==> config.mk <==
export PLATFORM = sky130hd
export DESIGN_NAME = auth_session_ctrl
export DESIGN_NICKNAME = d
export VERILOG_FILES = /design/src/rtl/auth_pkg.sv /design/src/rtl/cycle_counter.sv /design/src/rtl/auth_session_ctrl.sv
export SDC_FILE = /design/constraint.sdc
export NUM_CORES = 1
export LEC_CHECK = 0
export CAP_MARGIN = 20
export CORE_MARGIN = 10
export CORE_UTILIZATION = 35
export DETAILED_ROUTE_END_ITERATION = 8
export PLACE_DENSITY = 0.53
export REMOVE_ABC_BUFFERS = 1
export SETUP_SLACK_MARGIN = 0.4
export SYNTH_ARGS = -nofsm -noshare
export SYNTH_HDL_FRONTEND = slang
export SYNTH_SLANG_ARGS = --single-unit
==> constraint.sdc <==
create_clock -name clk -period 2.7 [get_ports clk]
set_input_delay 0.405 -clock clk [delete_from_list [all_inputs] [get_ports clk]]
set_output_delay 0.405 -clock clk [all_outputs]
set_load 0.005 [all_outputs]
==> src/rtl/auth_pkg.sv <==
// Shared definitions for the authentication path: mode encoding and datapath widths.
package auth_pkg;

    // Default width of the shared session/lockout counter.
    localparam int unsigned CNT_W  = 16;
    // Width of the consecutive-failure count.
    localparam int unsigned FAIL_W = 2;

    // Encoding driven onto Authentication.mode; Identification/Password decode the same values.
    typedef enum logic [1:0] {
        MODE_ID      = 2'b00,
        MODE_PW      = 2'b01,
        MODE_SESSION = 2'b10,
        MODE_LOCKED  = 2'b11
    } mode_e;

endpackage

==> src/rtl/cycle_counter.sv <==
// Clearable up-counter with a terminal-count compare against a runtime limit.
module cycle_counter #(
    parameter int unsigned W = 16
) (
    input  logic         clk,
    input  logic         rst,
    input  logic         i_clr,
    input  logic         i_en,
    input  logic [W-1:0] i_limit,
    output logic [W-1:0] o_count,
    output logic         o_match
);

    logic [W-1:0] r_count;

    // Count up while enabled; clear wins; never wrap past all-ones.
    always_ff @(posedge clk) begin
        if (rst) begin
            r_count <= '0;
        end else if (i_clr) begin
            r_count <= '0;
        end else if (i_en && (r_count != {W{1'b1}})) begin
            r_count <= r_count + 1'b1;
        end
    end

    assign o_count = r_count;
    assign o_match = (r_count == i_limit);

endmodule

==> src/rtl/auth_session_ctrl.sv <==
// Session controller in front of Authentication: sequences ID, PW, SESSION and LOCKED,
// and generates the timeout pulse for inactivity, session expiry and lockout entry.
module auth_session_ctrl
    import auth_pkg::*;
#(
    parameter int unsigned TIMEOUT_CYCLES = 1000,
    parameter int unsigned SESSION_CYCLES = 5000,
    parameter int unsigned RESULT_WAIT    = 4,
    parameter int unsigned MAX_FAIL       = 3,
    parameter int unsigned LOCK_CYCLES    = 2000,
    parameter int unsigned CNT_W          = auth_pkg::CNT_W
) (
    input  logic              clk,
    input  logic              rst,
    input  logic              BtnPulse,
    input  logic              CheckPassword,
    input  logic              LoggedIn,
    input  logic              Logout,
    output logic [1:0]        mode,
    output logic              timeout,
    output logic              Locked,
    output logic [FAIL_W-1:0] FailCount
);

    // Terminal counts: the counter reads N-1 on the Nth idle cycle after a clear.
    localparam logic [CNT_W-1:0] LIM_TIMEOUT = CNT_W'(TIMEOUT_CYCLES - 1);
    localparam logic [CNT_W-1:0] LIM_SESSION = CNT_W'(SESSION_CYCLES - 1);
    localparam logic [CNT_W-1:0] LIM_RESULT  = CNT_W'(RESULT_WAIT - 1);
    localparam logic [CNT_W-1:0] LIM_LOCK    = CNT_W'(LOCK_CYCLES - 1);
    localparam logic [FAIL_W-1:0] FAIL_MAX   = FAIL_W'(MAX_FAIL);

    mode_e             r_mode;
    logic              r_entry_active;
    logic              r_attempt_pending;
    logic              r_timeout;
    logic              r_locked;
    logic [FAIL_W-1:0] r_fail_count;

    logic [CNT_W-1:0]  w_count;
    logic [CNT_W-1:0]  w_limit;
    logic              w_match;
    logic              w_run;
    logic              w_cnt_en;
    logic              w_cnt_clr;

    logic              w_id_check, w_id_btn, w_id_to;
    logic              w_pw_login, w_pw_btn, w_pw_fail, w_pw_to;
    logic              w_ss_logout, w_ss_drop, w_ss_btn, w_ss_to;
    logic              w_lk_done;
    logic [FAIL_W-1:0] w_fail_inc;
    logic              w_fail_lock;

    // Select the terminal count and run condition for the current mode.
    always_comb begin
        w_limit = LIM_TIMEOUT;
        w_run   = 1'b1;
        unique case (r_mode)
            MODE_ID: begin
                w_limit = LIM_TIMEOUT;
                w_run   = r_entry_active;
            end
            MODE_PW:      w_limit = r_attempt_pending ? LIM_RESULT : LIM_TIMEOUT;
            MODE_SESSION: w_limit = LIM_SESSION;
            MODE_LOCKED:  w_limit = LIM_LOCK;
        endcase
    end

    // Hold at the terminal count so the counter never runs past its limit.
    assign w_cnt_en = w_run && (w_count < w_limit);

    // Decode this cycle's event in priority order per mode; each event restarts the counter.
    always_comb begin
        w_id_check  = (r_mode == MODE_ID) && CheckPassword;
        w_id_btn    = (r_mode == MODE_ID) && !CheckPassword && BtnPulse;
        w_id_to     = (r_mode == MODE_ID) && !CheckPassword && !BtnPulse
                      && r_entry_active && w_match;

        w_pw_login  = (r_mode == MODE_PW) && LoggedIn;
        w_pw_btn    = (r_mode == MODE_PW) && !LoggedIn && BtnPulse;
        w_pw_fail   = (r_mode == MODE_PW) && !LoggedIn && !BtnPulse
                      && r_attempt_pending && w_match;
        w_pw_to     = (r_mode == MODE_PW) && !LoggedIn && !BtnPulse
                      && !r_attempt_pending && w_match;

        // Logout wins over expiry so a coincident timeout yields a single pulse.
        w_ss_logout = (r_mode == MODE_SESSION) && Logout;
        w_ss_drop   = (r_mode == MODE_SESSION) && !Logout && !LoggedIn;
        w_ss_btn    = (r_mode == MODE_SESSION) && !Logout && LoggedIn && BtnPulse;
        w_ss_to     = (r_mode == MODE_SESSION) && !Logout && LoggedIn && !BtnPulse && w_match;

        w_lk_done   = (r_mode == MODE_LOCKED) && w_match;

        w_cnt_clr   = w_id_check | w_id_btn | w_id_to
                    | w_pw_login | w_pw_btn | w_pw_fail | w_pw_to
                    | w_ss_logout | w_ss_drop | w_ss_btn | w_ss_to
                    | w_lk_done;
    end

    // Failure count after one more rejected attempt, saturating at the limit.
    always_comb begin
        w_fail_inc  = (r_fail_count < FAIL_MAX) ? r_fail_count + 1'b1 : r_fail_count;
        w_fail_lock = (w_fail_inc == FAIL_MAX);
    end

    cycle_counter #(
        .W (CNT_W)
    ) u_cycle_counter (
        .clk     (clk),
        .rst     (rst),
        .i_clr   (w_cnt_clr),
        .i_en    (w_cnt_en),
        .i_limit (w_limit),
        .o_count (w_count),
        .o_match (w_match)
    );

    // Session FSM with registered mode, timeout pulse, lock flag and failure count.
    always_ff @(posedge clk) begin
        if (rst) begin
            r_mode            <= MODE_ID;
            r_entry_active    <= 1'b0;
            r_attempt_pending <= 1'b0;
            r_timeout         <= 1'b0;
            r_locked          <= 1'b0;
            r_fail_count      <= '0;
        end else begin
            r_timeout <= 1'b0;
            unique case (r_mode)
                MODE_ID: begin
                    if (w_id_check) begin
                        r_mode         <= MODE_PW;
                        r_entry_active <= 1'b0;
                    end else if (w_id_btn) begin
                        r_entry_active <= 1'b1;
                    end else if (w_id_to) begin
                        r_timeout      <= 1'b1;
                        r_entry_active <= 1'b0;
                    end
                end
                MODE_PW: begin
                    if (w_pw_login) begin
                        r_mode            <= MODE_SESSION;
                        r_fail_count      <= '0;
                        r_attempt_pending <= 1'b0;
                    end else if (w_pw_btn) begin
                        r_attempt_pending <= 1'b1;
                    end else if (w_pw_fail) begin
                        r_attempt_pending <= 1'b0;
                        r_fail_count      <= w_fail_inc;
                        if (w_fail_lock) begin
                            r_mode    <= MODE_LOCKED;
                            r_locked  <= 1'b1;
                            r_timeout <= 1'b1;
                        end
                    end else if (w_pw_to) begin
                        // Attempts already made survive an inactivity timeout.
                        r_mode    <= MODE_ID;
                        r_timeout <= 1'b1;
                    end
                end
                MODE_SESSION: begin
                    if (w_ss_logout || w_ss_to) begin
                        r_mode    <= MODE_ID;
                        r_timeout <= 1'b1;
                    end else if (w_ss_drop) begin
                        r_mode <= MODE_ID;
                    end
                end
                MODE_LOCKED: begin
                    if (w_lk_done) begin
                        r_mode       <= MODE_ID;
                        r_locked     <= 1'b0;
                        r_fail_count <= '0;
                    end
                end
            endcase
        end
    end

    assign mode      = r_mode;
    assign timeout   = r_timeout;
    assign Locked    = r_locked;
    assign FailCount = r_fail_count;

endmodule

==> impl_metrics.tcl, run 1 <==
set metrics [dict create \
    status "finished, final reports clean" \
    drive_above_1_share_pct 20.28 \
    clockBufferDepth 2 \
    holdBufCountCts 0 \
    p_total_mw 0.7822 \
    core_region_area_um2 4086 \
    synth_top_family_by_area "simple AND/OR/NAND/NOR gates" \
    postRouteAntennaNets 0 \
    dp.cells 254 \
    async_flop_share_pct 0 \
    peakVddDrop_uv 187.9 \
    worst_pin_slew_ns 0.3470 \
    ys_ff_latch 24 \
    p_leak_nw 0.7470 \
    ys_seq_area_share_pct 31.79 \
    grt_antenna_before_repair 0 \
    skew_ns 0.002261 \
    cts.clk_slew.worst_paths_ns 0.08 \
    hp-start "u_cycle_counter.o_count[14]$_SDFFE_PP0P_" \
    crit_type "reg2reg" \
    drc 0 \
    fmax_ghz 0.4383 \
    pin_count 12 \
    grt_max_degree 17 \
    dieArea_um2 7347 \
    fin_area_um2 1921 \
    routedWlPerCell_um 14.35 \
    io_buffers 11 \
    synthSimpleGateAreaFrac_pct 28.23 \
    worstPathRequired_ns 2.86 \
    h-tree-depth 1 \
    timing.rr.start "mode[0]$_SDFFE_PP0P_" \
    clk_latency_ns 0.26 \
    cp-end-kind "flip-flop" \
    powerDensity_nw_per_um2 407.3 \
    hpwl_um 2787 \
    fp-row-count 23 \
    cts.sinks 24 \
    period_share_pct 84.50 \
    path_max_fanout 6 \
    place_area_um2 1692 \
    max-cap-violations 0 \
    grt_usage_pct 10.10 \
    cts_tree "built" \
    synthXorXnorAreaFrac_pct 6.374 \
    initial_core_util_pct 36.99 \
    hold_viol 0 \
    die_h_um 85.72 \
    drt_wl_total_um 3831 \
    grt_pass1_wl_um 6410 \
    grt_pass1_vias 1447 \
    antenna_cells 0 \
    start_kind "flip-flop" \
    fillers 414 \
    fin_cells 267 \
    synth_fa_ha_area_share_pct 8.278 \
    synth_warnings 0 \
    synth_cell_types 40 \
    synth_compound_area_share_pct 18.05 \
    fin_nets 235 \
    drt_iter0_drc 103 \
    viasPerCell 5.472 \
    period_minus_slack_ns 2.281 \
    regArea_um2 491.7 \
    drt_pass1_iterations 4 \
    final_util_pct 47.00 \
    avgSynthCellArea_um2 7.751 \
    synthesis.area_um2 1511 \
    slew_viol_final 0 \
    gp_congestion 0.8145 \
    synthToLayoutAreaGrowth_pct 27.07 \
    hp-class "reg2reg" \
    grt.overflow.total 0 \
    worst-endpoint-arrival_ns 2.44 \
    rsz0062_at_grt "true" \
    numCtsBuffers 3 \
    synthCells 195 \
    synthMuxAreaShare_pct 1.325 \
    dr_total_vias 1461 \
    setup_violations 0 \
    synth_ff_type "dfxtp_1" \
    synth_enable_flop_cells 0 \
    cts_root_buffer "clkbuf_8" \
    whs_ns 0.4405 \
    fp.dieW_um 85.72 \
    relSlewSlack_pct 76.62 \
    multi_input_area_um2 1035 \
    critPathLaunch "mode[0]$_SDFFE_PP0P_" \
]
==> state kept, by name (all words and copies together) (netlist names) <==
register and cells:
FailCount 2, Locked 1, mode 2, r_attempt_pending 1, r_entry_active 1, timeout 1
u_cycle_counter.o_count 16
==> worst max-delay path, cell delays in order, from the launching register on <==
cell     delay (ns)
dfxtp_4        0.38
nor2b_4        0.16
and2_4         0.19
ha_4           0.21
a21o_1         0.16
a221o_1        0.35
o21ai_4        0.20
buf_6          0.13
nand4_1        0.12
xor2_1         0.21
nor2_1         0.06
==> cell usage after synthesis, types with 2 or more instances <==
cell type / n / area, µm²
nand2_1: 14 / 52.55
buf_4: 3 / 22.52
and4_1: 2 / 17.52
xor2_1: 10 / 87.58
and2_1: 2 / 12.51
o21a_1: 3 / 22.52
nand3_1: 14 / 70.07
dfxtp_1: 24 / 480.5
a32oi_1: 3 / 26.28
a21oi_1: 10 / 50.05
buf_2: 3 / 15.01
inv_1: 10 / 37.54
nand2b_1: 2 / 12.51
nor3_1: 5 / 25.02
ha_1: 10 / 125.1
clkbuf_1: 3 / 11.26
mux2i_1: 2 / 20.02
nand4_1: 3 / 18.77
nor2_1: 27 / 101.4
a21o_1: 3 / 22.52
and3_1: 7 / 43.79
o21ai_0: 11 / 55.05
nor2b_1: 6 / 37.54
o21ba_2: 2 / 20.02
==> per-stage QoR <==
step | setup WS [ns] | setup TNS (ns)
CTS | 0.4053 | 0
global route | 0.2628 | 0
detailed placement | 0.08238 | 0
floorplan | -0.03393 | -0.03393
finish | 0.4185 | 0
global placement | 0.1406 | 0
==> cell type report <==
cell class / count / share of cell area, %
sequential: 24 / 25.60
timing repair buffer: 29 / 13.16
inverter: 10 / 1.954
clock buffer: 3 / 2.150
tap: 50 / 3.257
multi-input combinational: 151 / 53.88
==> repair_timing <==
action	4_1_cts	5_1_grt
setup endpoints to repair	24	18
pin swaps	8	11
gates cloned	0	0
buffers inserted	6	4
resized for setup	16	11
==> cells by family (layout without fill, tap and decap cells) <==
| kind of cell | count (synthesis) | in the layout |
|---|---|---|
| AOI/OAI and AO/OA | 42 | 42 |
| xor gates and xnor gates | 11 | 11 |
| adders and majority gates | 10 | 10 |
| buffers and inverters | 20 | 42 |
| DFF | 24 | 24 |
| muxes | 2 | 2 |
| and+or+nand+nor | 86 | 86 |
==> worst paths after layout <==
path | endpoint | slack, ns | cells past startpoint
worst min-delay path | u_cycle_counter.o_count[14]$_SDFFE_PP0P_ | 0.44 | 2
worst max register to register | u_cycle_counter.o_count[8]$_SDFFE_PP0P_ | 0.42 | 10
worst min register to register | u_cycle_counter.o_count[14]$_SDFFE_PP0P_ | 0.44 | 2
worst max-delay path | u_cycle_counter.o_count[8]$_SDFFE_PP0P_ | 0.42 | 10
==> layout by cell type (no fill, tap or decap), drive strengths merged, types with 2 or more instances in the layout <==
master / synthesis / routed
nand2b: 2 / 2
and4: 2 / 2
nand2: 15 / 15
nor2b: 6 / 6
clkdlybuf4s50: 0 / 11
a21oi: 10 / 10
nor2: 27 / 27
and2: 2 / 2
mux2i: 2 / 2
a21o: 3 / 3
xor2: 10 / 10
o21a: 3 / 3
nand4: 3 / 3
buf: 7 / 18
a32oi: 3 / 3
inv: 10 / 10
dfxtp: 24 / 24
clkbuf: 3 / 3
ha: 10 / 10
and3: 7 / 7
nor3: 6 / 6
o21ba: 2 / 2
o21ai: 13 / 13
nand3: 14 / 14
==> power by group <==
group / switching, mW / leakage, nW / internal [mW]
clock network: 0.111 / 0.0216 / 0.0998
logic: 0.101 / 0.529 / 0.0980
registers: 0.0107 / 0.196 / 0.362
==> per-layer routing <==
metal / wire length (µm) / share of wire [%] / track usage, % / vias to the layer above
met3: 152 / 4.0 / 2.081 / 9
met2: 1864 / 49 / 17.10 / 38
met5: 0 / 0 / 0 / -
met4: 53 / 1.4 / 4.042 / 0
li1: - / - / - / 727
met1: 1760 / 46 / 12.10 / 687
Note: power is estimated with default switching activity, not from simulation.
==> inputs of run 2 (changes only) <==
- PLACE_DENSITY: 0.53 -> 0.52
- clock period: 2.7 -> 2.2 ns (I/O delays scaled with it)
==> impl_metrics.tcl, run 2 (synthesis gave the netlist of run 1 again) <==
set metrics [dict create \
    status "finished with violations" \
    failed_checks "setup timing" \
    wl_met3_um 96 \
    fin_nets 253 \
    whs_ns 0.4474 \
    cp-end-kind "flip-flop" \
    numCtsBuffers 3 \
    peakVddDrop_uv 243.6 \
    core_region_area_um2 4086 \
    final_cell_mix "27 x buf_4, 26 x nor2_1, 22 x dfxtp_1, 11 x nand3_1" \
    io_buffers 11 \
    path_max_fanout 5 \
    fp.dieW_um 85.72 \
    fmax_ghz 0.4427 \
    clockBufferDepth 2 \
    timing.rr.start "mode[0]$_SDFFE_PP0P_" \
    grt_usage_pct 10.68 \
    grt.overflow.total 0 \
    p_leak_nw 0.8863 \
    wl_met2_um 2005 \
    drt_wl_total_um 4166 \
    drt_pass1_iterations 5 \
    grt_pass1_vias 1470 \
    swShare_pct 29.71 \
    cts_tree "built" \
    clk_latency_ns 0.27 \
    mostFrequentLayoutCell "buf_4" \
    seqPwrFrac_pct 44.2 \
    initial_core_util_pct 36.99 \
    die_h_um 85.72 \
    worst-endpoint-arrival_ns 2.42 \
    start_kind "flip-flop" \
    critPathLaunch "mode[0]$_SDFFE_PP0P_" \
    dieArea_um2 7347 \
    hp-class "reg2reg" \
    grt_max_degree 18 \
    cts_root_buffer "clkbuf_8" \
    pwr-share-comb_pct 30.2 \
    hpwl_um 2827 \
    whs_path_depth 2 \
    routedWlPerCell_um 14.62 \
    grt_antenna_before_repair 0 \
    worst_slack_ns -0.05885 \
    fin_area_um2 2265 \
    fp-row-count 23 \
    fillers 373 \
    internal_power_mw 0.7307 \
    power_frac_clock_pct 25.7 \
    antenna_cells 0 \
    place_area_um2 1829 \
    period_minus_slack_ns 2.259 \
    drive_above_1_share_pct 33.19 \
    drc 0 \
    skew_ns 0.004057 \
    worstPathRequired_ns 2.36 \
    dp.cells 269 \
    worst_pin_slew_ns 0.3431 \
    viasPerCell 5.379 \
    rsz0062_at_grt "true" \
    hold_viol 0 \
    p_total_mw 1.039 \
    hp-start "u_cycle_counter.o_count[15]$_SDFFE_PP0P_" \
    largest_reg_flops 16 \
    wirelength_met1_um 2000 \
    final_util_pct 55.42 \
    gp_congestion 0.8406 \
    fin_cells 285 \
    dr_total_vias 1533 \
    h-tree-depth 1 \
    p_sw_mw 0.3088 \
    drt_iter0_drc 72 \
    postRouteAntennaNets 0 \
    reg2reg_depth 10 \
    pin_count 12 \
    cts.sinks 24 \
    relSlewSlack_pct 77.05 \
    setup_violations 6 \
    crit_type "reg2reg" \
    slew_viol_final 0 \
    cts.clk_slew.worst_paths_ns 0.08 \
    holdBufCountCts 0 \
    synthToLayoutAreaGrowth_pct 49.83 \
    max-cap-violations 0 \
    grt_pass1_wl_um 6644 \
    powerDensity_nw_per_um2 459.0 \
    period_share_pct 102.7 \
    highest_layer "met4" \
]
## run 2: changes by cell type in the layout (fill, tap and decap cells not counted), sizes merged
cell	change
dlymetal6s2s	+1
buf	+17
clkbuf	+1
clkdlybuf4s50	-1
## run 2: per-layer routing
layer / up-vias / global-route usage (%)
met4: 0 / 4.341
met3: 5 / 1.987
met2: 21 / 17.37
met1: 739 / 13.43
met5: - / 0
li1: 768 / -
## run 2: per-stage QoR
step / setup TNS [ns] / setup WS (ns)
6_report: -0.1127 / -0.05885
3_3_place_gp: -2.287 / -0.1789
5_1_grt: -1.411 / -0.1179
3_5_place_dp: -3.234 / -0.2621
2_1_floorplan: -6.675 / -0.5339
4_1_cts: -0.3171 / -0.04457
## run 2: cell type report
class	count	area [µm²]	area share [%]
repair buffers	47	451.7	19.94
flip-flops and latches	24	488.0	21.55
well taps	50	62.56	2.762
clock buffers	3	41.29	1.823
multi-input cells	151	1184	52.27
inverters	10	37.54	1.657
## run 2: path summary, 6_finish.rpt
path | to | slack (ns)
worst max-delay path | u_cycle_counter.o_count[10]$_SDFFE_PP0P_ | -0.06
worst min-delay path | u_cycle_counter.o_count[15]$_SDFFE_PP0P_ | 0.45
worst max register to register | u_cycle_counter.o_count[10]$_SDFFE_PP0P_ | -0.06
worst min register to register | u_cycle_counter.o_count[15]$_SDFFE_PP0P_ | 0.45
## run 2: what timing repair did
action / 4_1_cts / 5_1_grt
gates resized for setup: 28 / 29
setup endpoints to repair: 25 / 26
endpoints found under the hold margin: 0 / 0
pin swaps: 13 / 18
cloned: 0 / 1
setup buffers: 8 / 4
## run 2: critical path: stages (launching register included)
cell and delay [ns]:
dfxtp_4 0.39, nor2b_4 0.15, and2_4 0.19, ha_4 0.21, and4_4 0.15, a221o_1 0.35
o21ai_4 0.23, nand2_2 0.08, buf_4 0.14, o21ai_0 0.17, a21oi_1 0.09
## run 2: power by group through the flow
stage / clock (mW) / combinational [mW] / sequential [mW]
final: 0.267 / 0.314 / 0.459
after global routing: 0.294 / 0.338 / 0.460
after CTS: 0.274 / 0.258 / 0.456
after detailed placement: 0 / 0.226 / 0.465
after global placement: 0 / 0.222 / 0.464
after floorplan: 0 / 0.103 / 0.475
==> inputs of run 3 (changes only) <==
- CORE_MARGIN: 10 -> 2
- SLEW_MARGIN: not set -> 20
==> impl_metrics.tcl, run 3 (synthesis gave the netlist of run 1 again) <==
set metrics [dict create \
    cts.sinks 24 \
    dpl_worst_slack_ns -0.1881 \
    reg2reg_depth 9 \
    whs_ns 0.4469 \
    cts.clk_slew.worst_paths_ns 0.09 \
    grt.overflow.total 0 \
    final_cell_mix "31 x buf_4, 27 x nor2_1, 21 x dfxtp_1, 11 x nand2_1, 11 x clkdlybuf4s50_1" \
    period_share_pct 103.8 \
    timing.rr.start "mode[0]$_SDFFE_PP0P_" \
    peakVddDrop_uv 294.6 \
    gp_congestion 0.8479 \
    clk_latency_ns 0.27 \
    drive_above_1_share_pct 35.66 \
    drt_wl_total_um 4126 \
    h-tree-depth 1 \
    worst-endpoint-arrival_ns 2.49 \
    whs_path_depth 2 \
    mostFrequentLayoutCell "buf_4" \
    fin_area_um2 2325 \
    fin_nets 261 \
    path_cells "nor2b_4 > and2_4 > ha_4 > a21o_1 > a221o_1 > o21ai_2 > nand2_2 > or3_4 > a21oi_2" \
    fmax_ghz 0.4380 \
    core_region_area_um2 4086 \
    failed_checks "setup timing" \
    viasPerCell 5.231 \
    hp-class "reg2reg" \
    grt_usage_pct 17.56 \
    slew_viol_final 0 \
    hp-start "u_cycle_counter.o_count[14]$_SDFFE_PP0P_" \
    fp.dieW_um 69.72 \
    cts_root_buffer "clkbuf_8" \
    dieArea_um2 4860 \
    p_leak_nw 0.9265 \
    regArea_um2 489.2 \
    numCtsBuffers 3 \
    worst_pin_slew_ns 0.4405 \
    crit_type "reg2reg" \
    worstPathRequired_ns 2.40 \
    hold_viol 0 \
    pin_count 12 \
    path_max_fanout 4 \
    io_buffers 11 \
    r2r_setup_slack_ns -0.08 \
    worst_slack_ns -0.08302 \
    routedWlPerCell_um 14.03 \
    rsz0062_at_grt "true" \
    r2r_end "u_cycle_counter.o_count[10]$_SDFFE_PP0P_" \
    start_kind "flip-flop" \
    die_h_um 69.72 \
    fillers 360 \
    max-cap-violations 0 \
    hpwl_um 2695 \
    grt_max_degree 18 \
    drt_iter0_drc 85 \
    hold_end "u_cycle_counter.o_count[14]$_SDFFE_PP0P_" \
    status "finished with violations" \
    p_total_mw 1.182 \
    grt_pass1_wl_um 7038 \
    powerDensity_nw_per_um2 508.6 \
    place_area_um2 1824 \
    drc 0 \
    clockBufferDepth 2 \
    initial_core_util_pct 36.99 \
    multi_input_area_um2 1132 \
    fp-row-count 23 \
    antenna_cells 0 \
    cp-end-kind "flip-flop" \
    grt_antenna_before_repair 0 \
    skew_ns 0.01245 \
    setup_violations 10 \
    max_stage_delay_ns 0.37 \
    dr_total_vias 1538 \
    grt_pass1_vias 1490 \
    relSlewSlack_pct 70.54 \
    cts_tree "built" \
    period_minus_slack_ns 2.283 \
    drt_pass1_iterations 4 \
    cp_slowest_cell "dfxtp_4" \
    synthToLayoutAreaGrowth_pct 53.81 \
    postRouteAntennaNets 0 \
    largest_reg_flops 16 \
]
## run 3: cell count changes in the layout (fill, tap and decap cells not counted), moves of 3 or more
cell and change:
nand3_2 +5, buf_4 +4, ha_1 +3, ha_4 -3, buf_6 +4, nand3_1 -4
## run 3: layout make-up
cell class	instances	share of cell area, %
repair buffers	55	22.87
multi-input cells	151	48.71
clock buffers	3	1.776
inverters	10	1.615
flip-flops and latches	24	21.04
well taps	50	2.691
clock inverters	1	1.292
## run 3: critical path, delay by kind of cell, from the launching register on
family	cells	cell delay [ns]
adder cells (fa/ha/maj)	1	0.20
AND/OR/NAND/NOR	4	0.74
AO/OA/AOI/OAI	4	0.89
flip-flops	1	0.37
## run 3: worst max-delay path by stage
stage	to	slack (ns)	start
2_1_floorplan	u_cycle_counter.o_count[10]$_SDFFE_PP0P_	-0.53	mode[0]$_SDFFE_PP0P_
3_3_place_gp	u_cycle_counter.o_count[10]$_SDFFE_PP0P_	-0.11	mode[0]$_SDFFE_PP0P_
3_5_place_dp	u_cycle_counter.o_count[10]$_SDFFE_PP0P_	-0.19	mode[0]$_SDFFE_PP0P_
4_1_cts	u_cycle_counter.o_count[10]$_SDFFE_PP0P_	0.01	mode[0]$_SDFFE_PP0P_
5_1_grt	u_cycle_counter.o_count[10]$_SDFFE_PP0P_	-0.18	mode[0]$_SDFFE_PP0P_
6_report	u_cycle_counter.o_count[10]$_SDFFE_PP0P_	-0.08	mode[0]$_SDFFE_PP0P_
## run 3: layer usage
metal / GRT usage (%) / vias to the layer above / wire (µm)
met5: 0 / - / 0
li1: - / 783 / -
met3: 3.634 / 12 / 101
met1: 23.85 / 718 / 1968
met2: 28.21 / 25 / 1981
met4: 4.915 / 0 / 75
## run 3: power breakdown
| part | switching, mW | internal (mW) | total (mW) |
|---|---|---|---|
| combinational | 0.156 | 0.179 | 0.335 |
| sequential | 0.0111 | 0.445 | 0.456 |
| clock | 0.148 | 0.243 | 0.391 |
## run 3: timing repair
item | 4_1_cts | 5_1_grt
gates resized for setup | 41 | 16
hold buffers | 0 | 0
buffers inserted | 13 | 6
gates cloned | 1 | 0
pin swaps | 17 | 16
setup endpoints to repair | 25 | 25
## run 3: through the flow
step / cells / setup TNS, ns / util [%]
after detailed placement: 270 / -1.606 / 44.64
after floorplan: 185 / -6.675 / -
after global placement: 270 / -0.9960 / 44.64
after global routing: 294 / -2.039 / 56.89
after CTS: 288 / 0 / 54.04
final: 294 / -0.2515 / 56.89
